**src/rtl/ring_pkg.sv**
```systemverilog
// ring_pkg: definitions shared by the ring counter, its testbench and the
// ring code monitor.
//   ring_state_e   : monitor state encoding (HUNT, TRAIN, LOCKED)
//   DIR_UP, DIR_DN : rotation direction constants
//                    (up = bit i moves to bit i+1)
package ring_pkg;

    typedef enum logic [1:0] {
        HUNT   = 2'd0,
        TRAIN  = 2'd1,
        LOCKED = 2'd2
    } ring_state_e;

    localparam logic DIR_UP = 1'b0;
    localparam logic DIR_DN = 1'b1;

endpackage

```
**src/rtl/ring_code_monitor_if.sv**
```systemverilog
// ring_code_monitor_if: sample/status bundle of the ring code monitor.
//   en, ring_in, clr_err  : driven by the master (sampling side)
//   idx, idx_valid, locked, dir, code_err, step_err, err_count
//                         : driven by the slave (the monitor)
interface ring_code_monitor_if #(
    parameter int WIDTH = 4,
    parameter int CNT_W = 8
);
    localparam int IW = $clog2(WIDTH);

    logic             en;
    logic [WIDTH-1:0] ring_in;
    logic             clr_err;
    logic [IW-1:0]    idx;
    logic             idx_valid;
    logic             locked;
    logic             dir;
    logic             code_err;
    logic             step_err;
    logic [CNT_W-1:0] err_count;

    modport master (
        output en, ring_in, clr_err,
        input  idx, idx_valid, locked, dir, code_err, step_err, err_count
    );

    modport slave (
        input  en, ring_in, clr_err,
        output idx, idx_valid, locked, dir, code_err, step_err, err_count
    );
endinterface

```
**src/rtl/onehot_enc.sv**
```systemverilog
// onehot_enc: purely combinational one-hot check and binary encode.
//   ring_in : code under test
//   ok      : exactly one bit of ring_in is set
//   enc     : position of the set bit (only meaningful when ok)
module onehot_enc #(
    parameter  int WIDTH = 4,
    localparam int IW    = $clog2(WIDTH)
) (
    input  logic [WIDTH-1:0] ring_in,
    output logic             ok,
    output logic [IW-1:0]    enc
);

    assign ok = $onehot(ring_in);

    always_comb begin
        enc = '0;
        for (int i = 0; i < WIDTH; i++) begin
            if (ring_in[i]) enc = IW'(i);
        end
    end

endmodule

```
**src/rtl/ring_code_monitor.sv**
```systemverilog
// ring_code_monitor: receive-side checker for a one-hot ring-counter code.
// Validates and decodes each sampled code, learns the rotation direction,
// tracks lock, and flags and counts stepping faults once locked.
//   clk   : rising-edge clock
//   rst_n : asynchronous active-low reset
//   bus   : slave side of ring_code_monitor_if (en, ring_in, clr_err in;
//           idx, idx_valid, locked, dir, code_err, step_err, err_count out)
module ring_code_monitor
    import ring_pkg::*;
#(
    parameter  int WIDTH    = 4,
    parameter  int LOCK_CNT = 3,
    parameter  int ERR_MAX  = 2,
    parameter  int CNT_W    = 8,
    localparam int IW       = $clog2(WIDTH)
) (
    input  logic              clk,
    input  logic              rst_n,
    ring_code_monitor_if.slave bus
);

    localparam int RW = $clog2(LOCK_CNT + 1);
    localparam int BW = $clog2(ERR_MAX + 1);

    ring_state_e      state_q, state_d;
    logic [IW-1:0]    idx_q, idx_d;
    logic             dir_q, dir_d;
    logic [RW-1:0]    run_q, run_d;
    logic [BW-1:0]    bad_q, bad_d;
    logic [CNT_W-1:0] err_q, err_d;
    logic             code_err_q, code_err_d;
    logic             step_err_q, step_err_d;
    logic             err_inc;
    logic             step_good;

    logic             ok;
    logic [IW-1:0]    enc;
    logic [IW-1:0]    idx_up, idx_dn, idx_exp;

    onehot_enc #(.WIDTH(WIDTH)) u_enc (
        .ring_in (bus.ring_in),
        .ok      (ok),
        .enc     (enc)
    );

    // Neighbours of the current index with wrap-around at both ends.
    assign idx_up  = (idx_q == IW'(WIDTH - 1)) ? '0 : idx_q + 1'b1;
    assign idx_dn  = (idx_q == '0) ? IW'(WIDTH - 1) : idx_q - 1'b1;
    assign idx_exp = (dir_q == DIR_DN) ? idx_dn : idx_up;

    always_ff @(posedge clk or negedge rst_n) begin
        if (!rst_n) begin
            state_q    <= HUNT;
            idx_q      <= '0;
            dir_q      <= DIR_UP;
            run_q      <= '0;
            bad_q      <= '0;
            err_q      <= '0;
            code_err_q <= 1'b0;
            step_err_q <= 1'b0;
        end else begin
            state_q    <= state_d;
            idx_q      <= idx_d;
            dir_q      <= dir_d;
            run_q      <= run_d;
            bad_q      <= bad_d;
            err_q      <= err_d;
            code_err_q <= code_err_d;
            step_err_q <= step_err_d;
        end
    end

    always_comb begin
        state_d    = state_q;
        idx_d      = idx_q;
        dir_d      = dir_q;
        run_d      = run_q;
        bad_d      = bad_q;
        code_err_d = 1'b0;
        step_err_d = 1'b0;
        err_inc    = 1'b0;
        step_good  = 1'b0;

        if (bus.en) begin
            case (state_q)
                HUNT: begin
                    if (ok) begin
                        state_d = TRAIN;
                        idx_d   = enc;
                        run_d   = '0;
                    end
                end

                TRAIN: begin
                    if (!ok) begin
                        state_d = HUNT;
                        dir_d   = DIR_UP;
                        run_d   = '0;
                    end else begin
                        idx_d = enc;
                        // The first step after a restart picks the direction;
                        // later steps must follow it.
                        if (run_q == '0 && enc == idx_up) begin
                            dir_d     = DIR_UP;
                            step_good = 1'b1;
                        end else if (run_q == '0 && enc == idx_dn) begin
                            dir_d     = DIR_DN;
                            step_good = 1'b1;
                        end else if (run_q != '0 && enc == idx_exp) begin
                            step_good = 1'b1;
                        end

                        if (step_good) begin
                            run_d = run_q + 1'b1;
                            if (int'(run_q) + 1 >= LOCK_CNT) begin
                                state_d = LOCKED;
                                bad_d   = '0;
                            end
                        end else begin
                            run_d = '0;
                        end
                    end
                end

                LOCKED: begin
                    if (ok && enc == idx_exp) begin
                        idx_d = enc;
                        bad_d = '0;
                    end else begin
                        err_inc = 1'b1;
                        // An invalid code carries no position, so the index
                        // flywheels to where the ring should have been.
                        if (!ok) begin
                            code_err_d = 1'b1;
                            idx_d      = idx_exp;
                        end else begin
                            step_err_d = 1'b1;
                            idx_d      = enc;
                        end
                        if (int'(bad_q) + 1 >= ERR_MAX) begin
                            state_d = HUNT;
                            dir_d   = DIR_UP;
                            bad_d   = '0;
                            run_d   = '0;
                        end else begin
                            bad_d = bad_q + 1'b1;
                        end
                    end
                end

                default: begin
                    state_d = HUNT;
                    dir_d   = DIR_UP;
                    run_d   = '0;
                    bad_d   = '0;
                end
            endcase
        end
    end

    // Clear takes priority over a coincident increment; the count sticks at
    // all-ones rather than wrapping.
    always_comb begin
        err_d = err_q;
        if (bus.clr_err) begin
            err_d = '0;
        end else if (err_inc && err_q != '1) begin
            err_d = err_q + 1'b1;
        end
    end

    assign bus.idx       = idx_q;
    assign bus.idx_valid = (state_q != HUNT);
    assign bus.locked    = (state_q == LOCKED);
    assign bus.dir       = dir_q;
    assign bus.code_err  = code_err_q;
    assign bus.step_err  = step_err_q;
    assign bus.err_count = err_q;

endmodule

```
**src/flat_wrapper.sv**
```systemverilog
// flat-port wrapper written by rule: the top's interface ports become plain ports
module ring_code_monitor_flat import ring_pkg::*;
#(
    parameter  int WIDTH    = 4,
    parameter  int LOCK_CNT = 3,
    parameter  int ERR_MAX  = 2,
    parameter  int CNT_W    = 8,
    localparam int IW       = $clog2(WIDTH)
)
  (clk, rst_n, bus_en, bus_ring_in, bus_clr_err, bus_idx, bus_idx_valid, bus_locked, bus_dir, bus_code_err, bus_step_err, bus_err_count);
  ring_code_monitor_if #(.WIDTH(WIDTH), .CNT_W(CNT_W)) bus_i ();
  input  logic clk;
  input  logic rst_n;
  input wire logic [$bits(bus_i.en)-1:0] bus_en;
  input wire logic [$bits(bus_i.ring_in)-1:0] bus_ring_in;
  input wire logic [$bits(bus_i.clr_err)-1:0] bus_clr_err;
  output wire logic [$bits(bus_i.idx)-1:0] bus_idx;
  output wire logic [$bits(bus_i.idx_valid)-1:0] bus_idx_valid;
  output wire logic [$bits(bus_i.locked)-1:0] bus_locked;
  output wire logic [$bits(bus_i.dir)-1:0] bus_dir;
  output wire logic [$bits(bus_i.code_err)-1:0] bus_code_err;
  output wire logic [$bits(bus_i.step_err)-1:0] bus_step_err;
  output wire logic [$bits(bus_i.err_count)-1:0] bus_err_count;
  assign bus_i.en = bus_en;
  assign bus_i.ring_in = bus_ring_in;
  assign bus_i.clr_err = bus_clr_err;
  assign bus_idx = bus_i.idx;
  assign bus_idx_valid = bus_i.idx_valid;
  assign bus_locked = bus_i.locked;
  assign bus_dir = bus_i.dir;
  assign bus_code_err = bus_i.code_err;
  assign bus_step_err = bus_i.step_err;
  assign bus_err_count = bus_i.err_count;
  ring_code_monitor #(.WIDTH(WIDTH), .LOCK_CNT(LOCK_CNT), .ERR_MAX(ERR_MAX), .CNT_W(CNT_W)) u_core (.clk(clk), .rst_n(rst_n), .bus(bus_i));
endmodule
```
**config.mk**
```make
export PLATFORM = sky130hd
export DESIGN_NAME = ring_code_monitor_flat
export DESIGN_NICKNAME = d
export VERILOG_FILES = /design/src/rtl/ring_pkg.sv /design/src/rtl/ring_code_monitor_if.sv /design/src/rtl/onehot_enc.sv /design/src/rtl/ring_code_monitor.sv /design/src/flat_wrapper.sv
export SDC_FILE = /design/constraint.sdc
export NUM_CORES = 1
export LEC_CHECK = 0
export ABC_AREA = 1
export CAP_MARGIN = 20
export CORE_UTILIZATION = 31
export CTS_BUF_LIST = sky130_fd_sc_hd__clkbuf_16
export DETAILED_ROUTE_END_ITERATION = 10
export GPL_TIMING_DRIVEN = 0
export PLACE_DENSITY = 0.59
export SETUP_SLACK_MARGIN = 0.15
export SYNTH_ARGS = -nofsm -noshare
export SYNTH_HDL_FRONTEND = slang
export SYNTH_SLANG_ARGS = --single-unit
```
**constraint.sdc**
```tcl
create_clock -name clk -period 2.3 [get_ports clk]
set_clock_uncertainty 0.15 [all_clocks]
set_input_delay 0.46 -clock clk [delete_from_list [all_inputs] [get_ports clk]]
set_output_delay 0.46 -clock clk [all_outputs]
set_load 0.01 [all_outputs]
```
==> metrics.md, run 1 <==
| Metric | Value |
|---|---|
| Worst Path Arrival | `between 2 and 2.5 ns` |
| Register area share after synthesis | `about a third` |
| Net Sw Power | `0.000838 W` |
| Final period util | `98.2%` |
| Worst min-delay path category | `flop to flop` |
| Switching share of power | `approximately 44%` |
| Logic pwr share | `a little under three fifths` |
| Cell variety after synth | `25` |
| Layout cell share with drive strength beyond 1 | `slightly above 30%` |
| Yosys reg bits | `19` |
| Syn. warnings | `0` |
| Fin. max-slew vios | `0` |
| Area contributors post-synth | `dfrtp_1, nand2_1, ha_1` |
| Int Pwr | `approximately 0.0011 W` |
| RSZ-0062 raised after global routing | `true` |
| CTS buffer count | `3` |
| Measured slew at the worst slew-check pin | `slightly below 0.9 ns` |
| Synth Instances | `a little under 200` |
| Area share of fa/ha/maj cells after synthesis | `a little under a tenth` |
| CP dominant cell by count | `nand2_4` |
| Post-DP Area | `between 1500 and 2000 µm²` |
| Area of the die | `about 4800 µm²` |
| Finished Cell Area | `slightly above 2000 µm²` |
| Clock period minus final worst setup slack | `2.26 ns` |
| N_diodes | `0` |
| Critical path data required time | `between 2 and 2.5 ns` |
| Cell Pwr Density | `slightly above 900 nW/µm²` |
| Final hold violations | `0` |
| Top FF cell, synth | `dfrtp_1` |
| Fillers | `434` |
| Rel. slew slack | `~41%` |
| First-pass iteration count of the detailed router | `4` |
| Multi-input gate area | `approximately 1000 µm²` |
| Setup TNS Final | `0 ns` |
| Number of synthesized flops with an enable pin | `0` |
| Xor and xnor area share after synthesis | `0.621%` |
| Starting density of the core | `between 30% and 40%` |
| Flop pwr share | `25.0%` |
| Max clock buf depth | `2` |
| Cell Rows | `24` |
| Sum of net half-perimeters after detailed placement | `around 2200 µm` |
| Kind of start point of the critical path | `primary input` |
| Critical Path End Type | `flop` |
| Critical Path Max Stage Delay | `roughly 0.53 ns` |
| Cts hold-fix bufs | `0` |
| Area taken by flip-flops and latches | `477 µm²` |
| Post-DR vias/cell | `between 4 and 5` |
| Slowest-stage cell, CP | `fa_2` |
| CP bufs+invs | `4` |
| Cell family with most CP delay | `adder cells` |
| Clock root buffer | `clkbuf_16` |
| CTS sink cnt | `19` |
| Number of global-route vias before repair | `1,174` |
| Synth async-reset ratio | `between 90% and 100%` |
| Stages on worst setup path | `13` |
| Register clock-pin slew on the reported worst setup and hold paths | `about 0.050 ns` |
| Final setup vio count | `0` |
| Max VDD drop | `around 0.5 mV` |
| Outcome | `finished clean` |
| PortBufs | `22` |
| Hold Worst Slack | `between 0.3 and 0.4 ns` |
| WL per Instance | `between 10 and 15 µm` |
| Boundary Pins | `23` |
| Post-synthesis compound-gate area fraction | `about 9%` |
| Final-stage net count | `250` |
| DRC errors left | `0` |
| Core Util, Final | `around 47%` |
| Largest area contributor in the netlist | `dfrtp_1` |
| Mux contribution to synthesized area | `0%` |
| Die Ht | `a little under 70 µm` |
| Via Count | `about 1,300` |
| Leak Pwr | `0.916 nW` |
| Crit Path Max Fanout | `5` |
| Post-Synthesis Cell Area | `between 1000 and 1500 µm²` |
| Post-Syn Area per Cell | `7.31 µm²` |
| Max cap viols | `0` |
| Initial antenna violation count | `0` |
| Global placer's final weighted congestion | `0.739` |
| Clock power frac | `about a fifth` |
| Share of the synthesized area in the top cell type | `roughly a third` |
| Setup CP Type | `primary input to flop` |
| Largest family of logic cells by synthesized area | `simple AND/OR/NAND/NOR gates` |
| CTS tree | `yes` |
| Total global routing overflow | `0` |
| Clk_lat worst skew | `0.25 ns` |
| Simple-Gate Fraction of Synth Area | `roughly 38%` |
| Core outline area | `~4400 µm²` |
| Initial drt markers | `just under 100` |
| H-tree levels | `1` |
| Crit path cell chain | `buf_8 > ha_4 > fa_2 > inv_2 > nor3_4 > buf_6 > nand3_4 > nand2_2 > nand2_4 > nand2_4 > inv_4 > nand3_1 > nand2_1` |
| Largest net degree at the start of global routing | `20` |
| Worst Reg-to-Reg Cells | `16` |
| Horiz. Die Dim | `roughly 69 µm` |
| Achievable Freq | `between 400 and 500 MHz` |
| Post-synth net total | `between 200 and 250` |
| Detail Route Antenna Nets | `0` |
| Routed wire length | `3160 µm` |
| All-layer global routing usage | `between 10% and 20%` |
| First-pass GRT wire length | `approximately 5300 µm` |
| Pwr Total | `approximately 0.0019 W` |
| Hold Path Depth | `2` |
| Area grow syn2layout | `46.3%` |
worst min-delay path: cells and delay by family (launching register included):
kind	cells	cell delay (ns)
compound gates	1	0.06
simple gates	1	0.05
flops	1	0.34
power by group through the flow:
stage | sequential [W] | combinational [W] | clock, W
final | 0.000474 | 0.00106 | 0.000358
after global routing | 0.000486 | 0.00118 | 0.000385
after CTS | 0.000469 | 0.000973 | 0.000364
after detailed placement | 0.000473 | 0.000874 | 0
after global placement | 0.000471 | 0.000866 | 0
after floorplan | 0.000473 | 0.000635 | 0
metal layers:
metal  part of all wire [%]  wire [µm]  global-route usage [%]  vias up
li1                       -          -                       -      692
met1                     48       1500                    18.8      619
met2                     49       1550                    21.5       19
met3                    3.0         94                    3.05        2
met4                   0.41         13                    2.04        0
met5                      0          0                       0        -
cell usage after synthesis, types with 2 or more instances:
cell,n
nand2_1,48
inv_1,30
dfrtp_1,19
nand3_1,17
nor2_1,12
ha_1,9
o21ai_1,9
nand2_2,8
nor3_1,6
inv_2,5
o21ai_0,5
a21oi_1,4
nand2_4,4
nand4_1,3
nor2_4,3
a211oi_1,2
worst paths after layout:
| kind | startpoint | to | slack (ns) |
|---|---|---|---|
| setup / recovery | bus_ring_in[1] | u_core.state_q[1]$_DFFE_PN0P_ | 0.04 |
| setup reg to reg | u_core.bus.idx[0]$_DFFE_PN0P_ | u_core.state_q[0]$_DFFE_PN0P_ | 0.20 |
| hold reg to reg | u_core.bad_q[1]$_DFFE_PN0P_ | u_core.bad_q[1]$_DFFE_PN0P_ | 0.34 |
| hold / removal | u_core.bad_q[1]$_DFFE_PN0P_ | u_core.bad_q[1]$_DFFE_PN0P_ | 0.34 |
| min in group asynchronous | rst_n | u_core.bus.err_count[4]$_DFFE_PN0P_ | 0.56 |
| max in group asynchronous | rst_n | u_core.bus.idx[0]$_DFFE_PN0P_ | 0.85 |
cells by family (layout without fill, tap and decap cells):
kind of cell | Yosys count | in the layout
AOI/OAI and AO/OA | 23 | 23
DFF | 19 | 19
and+or+nand+nor | 105 | 106
xor gates and xnor gates | 1 | 1
buffers and inverters | 35 | 72
adders and majority gates | 10 | 10
final cells by class:
type                    instances  area share, %
flip-flops and latches         19           23.1
multi-input cells             140           47.7
repair buffers                 33           15.5
clock buffers                   3           3.64
clock inverters                 1          0.182
well taps                      52           3.15
inverters                      35           6.73
flip-flops by register name, summed over array words and instances, names as in the netlist:
| signal | flops |
|---|---|
| u_core.bus.step_err | 1 |
| u_core.bad_q | 2 |
| u_core.bus.dir | 1 |
| u_core.bus.code_err | 1 |
| u_core.bus.idx | 2 |
| u_core.state_q | 2 |
| u_core.bus.err_count | 8 |
| u_core.run_q | 2 |
cell usage in the layout (no fill, tap or decap), types with 2 or more instances in the layout:
cell type,synthesis,routed
a211oi_2,0,2
a21oi_2,0,2
buf_4,0,6
buf_6,0,5
clkbuf_16,0,3
clkdlybuf4s50_1,0,18
dfrtp_1,19,18
ha_1,9,7
ha_4,0,2
inv_1,30,28
inv_2,5,6
nand2_1,48,45
nand2_2,8,10
nand2_4,4,4
nand2_8,0,2
nand3_1,17,14
nand3_2,0,3
nand4_1,3,3
nor2_1,12,10
nor2_4,3,5
nor3_1,6,2
nor3_2,0,2
nor3_4,1,3
o21ai_1,9,10
o21ai_2,0,3
per-stage QoR:
| step | worst slack [ns] | std cells |
|---|---|---|
| after global placement | -0.728 | 267 |
| after global routing | -0.0158 | 283 |
| after floorplan | -0.0590 | 193 |
| final | 0.0420 | 283 |
| after detailed placement | -0.711 | 267 |
| after CTS | -0.0230 | 280 |
what timing repair did:
item	CTS	global route
endpoints found under the hold margin	0	0
resized for setup	31	23
buffers inserted	8	3
cloned	1	0
setup endpoints to repair	20	19
pin swaps	12	12
Note: power is estimated with default switching activity, not from simulation.
==> inputs of run 2 (changes only) <==
- CTS_CLUSTER_DIAMETER: not set -> 60
==> results of run 2 <==
Same layout as run 1: the final DEF is identical, and so are final timing and power.
==> inputs of run 3 (changes only) <==
- RECOVER_POWER: not set -> 25
- TNS_END_PERCENT: not set -> 100
==> run 3 against run 2 <==
Clock-buffer cell count did not move. Sequential cell count did not move. Largest cell class unchanged. Sequential power barely moved. Final area did not move. Maximum frequency did not move. Die area did not move. Largest power group unchanged. Via count did not move.
==> metrics.md, run 3 (same netlist as run 1, synthesis figures left out) <==
| Metric | Value |
|---|---|
| Sum of net half-perimeters after detailed placement | `2230 µm` |
| Final hold violations | `0` |
| H-tree levels | `1` |
| Outcome | `finished clean` |
| Leak Pwr | `roughly 0.9 nW` |
| CP dominant cell by count | `nand2_4` |
| DRC errors left | `0` |
| Worst Path Arrival | `~2.3 ns` |
| WL per Instance | `approximately 11 µm` |
| Clock period minus final worst setup slack | `between 2 and 2.5 ns` |
| Boundary Pins | `23` |
| RSZ-0062 raised after global routing | `true` |
| Pwr Total | `roughly 0.0019 W` |
| Worst min-delay path category | `flop to flop` |
| Dpl cells | `267` |
| Detail Route Antenna Nets | `0` |
| N_diodes | `0` |
| Register clock-pin slew on the reported worst setup and hold paths | `0.05 ns` |
| Cell Pwr Density | `between 900 and 1000 nW/µm²` |
| Global placer's final weighted congestion | `between 0.7 and 0.8` |
| PortBufs | `22` |
| Grt met1 use | `a little under a fifth` |
| Clock root buffer | `clkbuf_16` |
| Final-stage net count | `250` |
| Layout cell share with drive strength beyond 1 | `30.3%` |
| CTS buffer count | `3` |
| Clk_lat worst skew | `around 0.25 ns` |
| Critical Path End Type | `flop` |
| Routed wire length | `3160 µm` |
| Critical path data required time | `~2.3 ns` |
| Crit path cell chain | `buf_8 > ha_4 > fa_2 > inv_2 > nor3_4 > buf_6 > nand3_4 > nand2_2 > nand2_4 > nand2_4 > inv_4 > nand3_1 > nand2_1` |
| Final WS setup | `about 0.042 ns` |
| Via Count | `around 1,300` |
| Final Non-Filler Cells | `around 280` |
| Busiest grt layer | `met2` |
| Die Ht | `around 69 µm` |
| Crit Path Max Fanout | `5` |
| Met3 usage | `~3.1%` |
| Post-DR vias/cell | `between 4 and 5` |
| Fin. max-slew vios | `0` |
| All-layer global routing usage | `about 13%` |
| Largest register FFs | `8` |
| First-pass GRT wire length | `5330 µm` |
| Horiz. Die Dim | `roughly 69 µm` |
| Largest net degree at the start of global routing | `20` |
| Total global routing overflow | `0` |
| Area of the die | `4820 µm²` |
| Critical Path Max Stage Delay | `around 0.53 ns` |
| Slowest-stage cell, CP | `fa_2` |
| CTS sink cnt | `19` |
| Max VDD drop | `0.501 mV` |
| Hold Worst Slack | `about 0.34 ns` |
| Setup CP Type | `primary input to flop` |
| Cell Rows | `24` |
| Most frequent cells in the layout | `nand2_1, inv_1, dfrtp_1` |
| Final period util | `between 90% and 100%` |
| Worst slack, placed | `-0.711 ns` |
| Cts hold-fix bufs | `0` |
| Measured slew at the worst slew-check pin | `around 0.89 ns` |
| Achievable Freq | `roughly 440 MHz` |
| CTS tree | `yes` |
| Commonest non-fill, non-tap cell in the layout | `nand2_1` |
| Number of global-route vias before repair | `around 1,200` |
| Initial antenna violation count | `0` |
| Starting density of the core | `32.4%` |
| Initial drt markers | `between 90 and 100` |
| Final setup vio count | `0` |
| Area grow syn2layout | `46.3%` |
| Max clock buf depth | `2` |
| Rel. slew slack | `40.7%` |
| Kind of start point of the critical path | `primary input` |
| Met2 usage | `between 20% and 30%` |
| Max cap viols | `0` |
| Core outline area | `~4400 µm²` |
| First-pass iteration count of the detailed router | `4` |
-- run 3: changes by cell type in the layout (fill, tap and decap cells not counted) --
cell,delta
dlygate4sd3_1,+1
clkdlybuf4s50_1,-1
-- run 3: layout make-up --
type / instances / area [µm²]
Clock buffer: 3 / 75.1
Inverter: 35 / 139
Fill cell: 434 / 2290
Clock inverter: 1 / 3.75
Tap cell: 52 / 65.1
Sequential cell: 19 / 477
Timing Repair Buffer: 33 / 320
Multi-Input combinational cell: 140 / 983
-- run 3: what timing repair did --
action,in CTS,in global routing
pin swaps,12,12
endpoints found under the setup margin,20,19
resized for setup,31,23
cloned,1,0
setup buffers,8,3
-- run 3: final timing paths --
kind                                          startpoint                                  end  slack, ns  cells after the start
max in group asynchronous                          rst_n        u_core.bus.idx[0]$_DFFE_PN0P_       0.77                      1
setup reg to reg           u_core.bus.idx[0]$_DFFE_PN0P_        u_core.state_q[0]$_DFFE_PN0P_       0.20                     16
setup / recovery                          bus_ring_in[1]        u_core.state_q[1]$_DFFE_PN0P_       0.04                     13
hold / removal               u_core.bad_q[1]$_DFFE_PN0P_          u_core.bad_q[1]$_DFFE_PN0P_       0.34                      2
min in group asynchronous                          rst_n  u_core.bus.err_count[4]$_DFFE_PN0P_       0.63                      1
hold reg to reg              u_core.bad_q[1]$_DFFE_PN0P_          u_core.bad_q[1]$_DFFE_PN0P_       0.34                      2
-- run 3: power by group --
part           total [W]  leakage, nW  switching (W)  internal (W)
sequential      0.000474        0.256      0.0000766      0.000398
combinational    0.00106        0.618       0.000635      0.000427
clock           0.000358       0.0423       0.000126      0.000231
-- run 3: metal layers --
metal  up-vias  part of all wire (%)
li1        692                     -
met1       619                    48
met2        19                    49
met3         2                   3.0
met4         0                  0.41
met5         -                     0
-- run 3: through the flow --
stage / setup TNS (ns) / util [%] / instance area (µm²)
after global placement: -11.54 / 39.9 / 1740
after floorplan: -0.144 / - / 1450
after CTS: -0.0519 / 44.7 / 1940
after detailed placement: -11.30 / 39.9 / 1740
after global routing: -0.0311 / 47.4 / 2060
final: 0 / 47.4 / 2060
-- run 3: worst max-delay path, delay by kind of cell --
family	cells	cell delay, ns
adders and majority gates	2	0.75
buffers and inverters	4	0.34
and+or+nand+nor	7	0.69
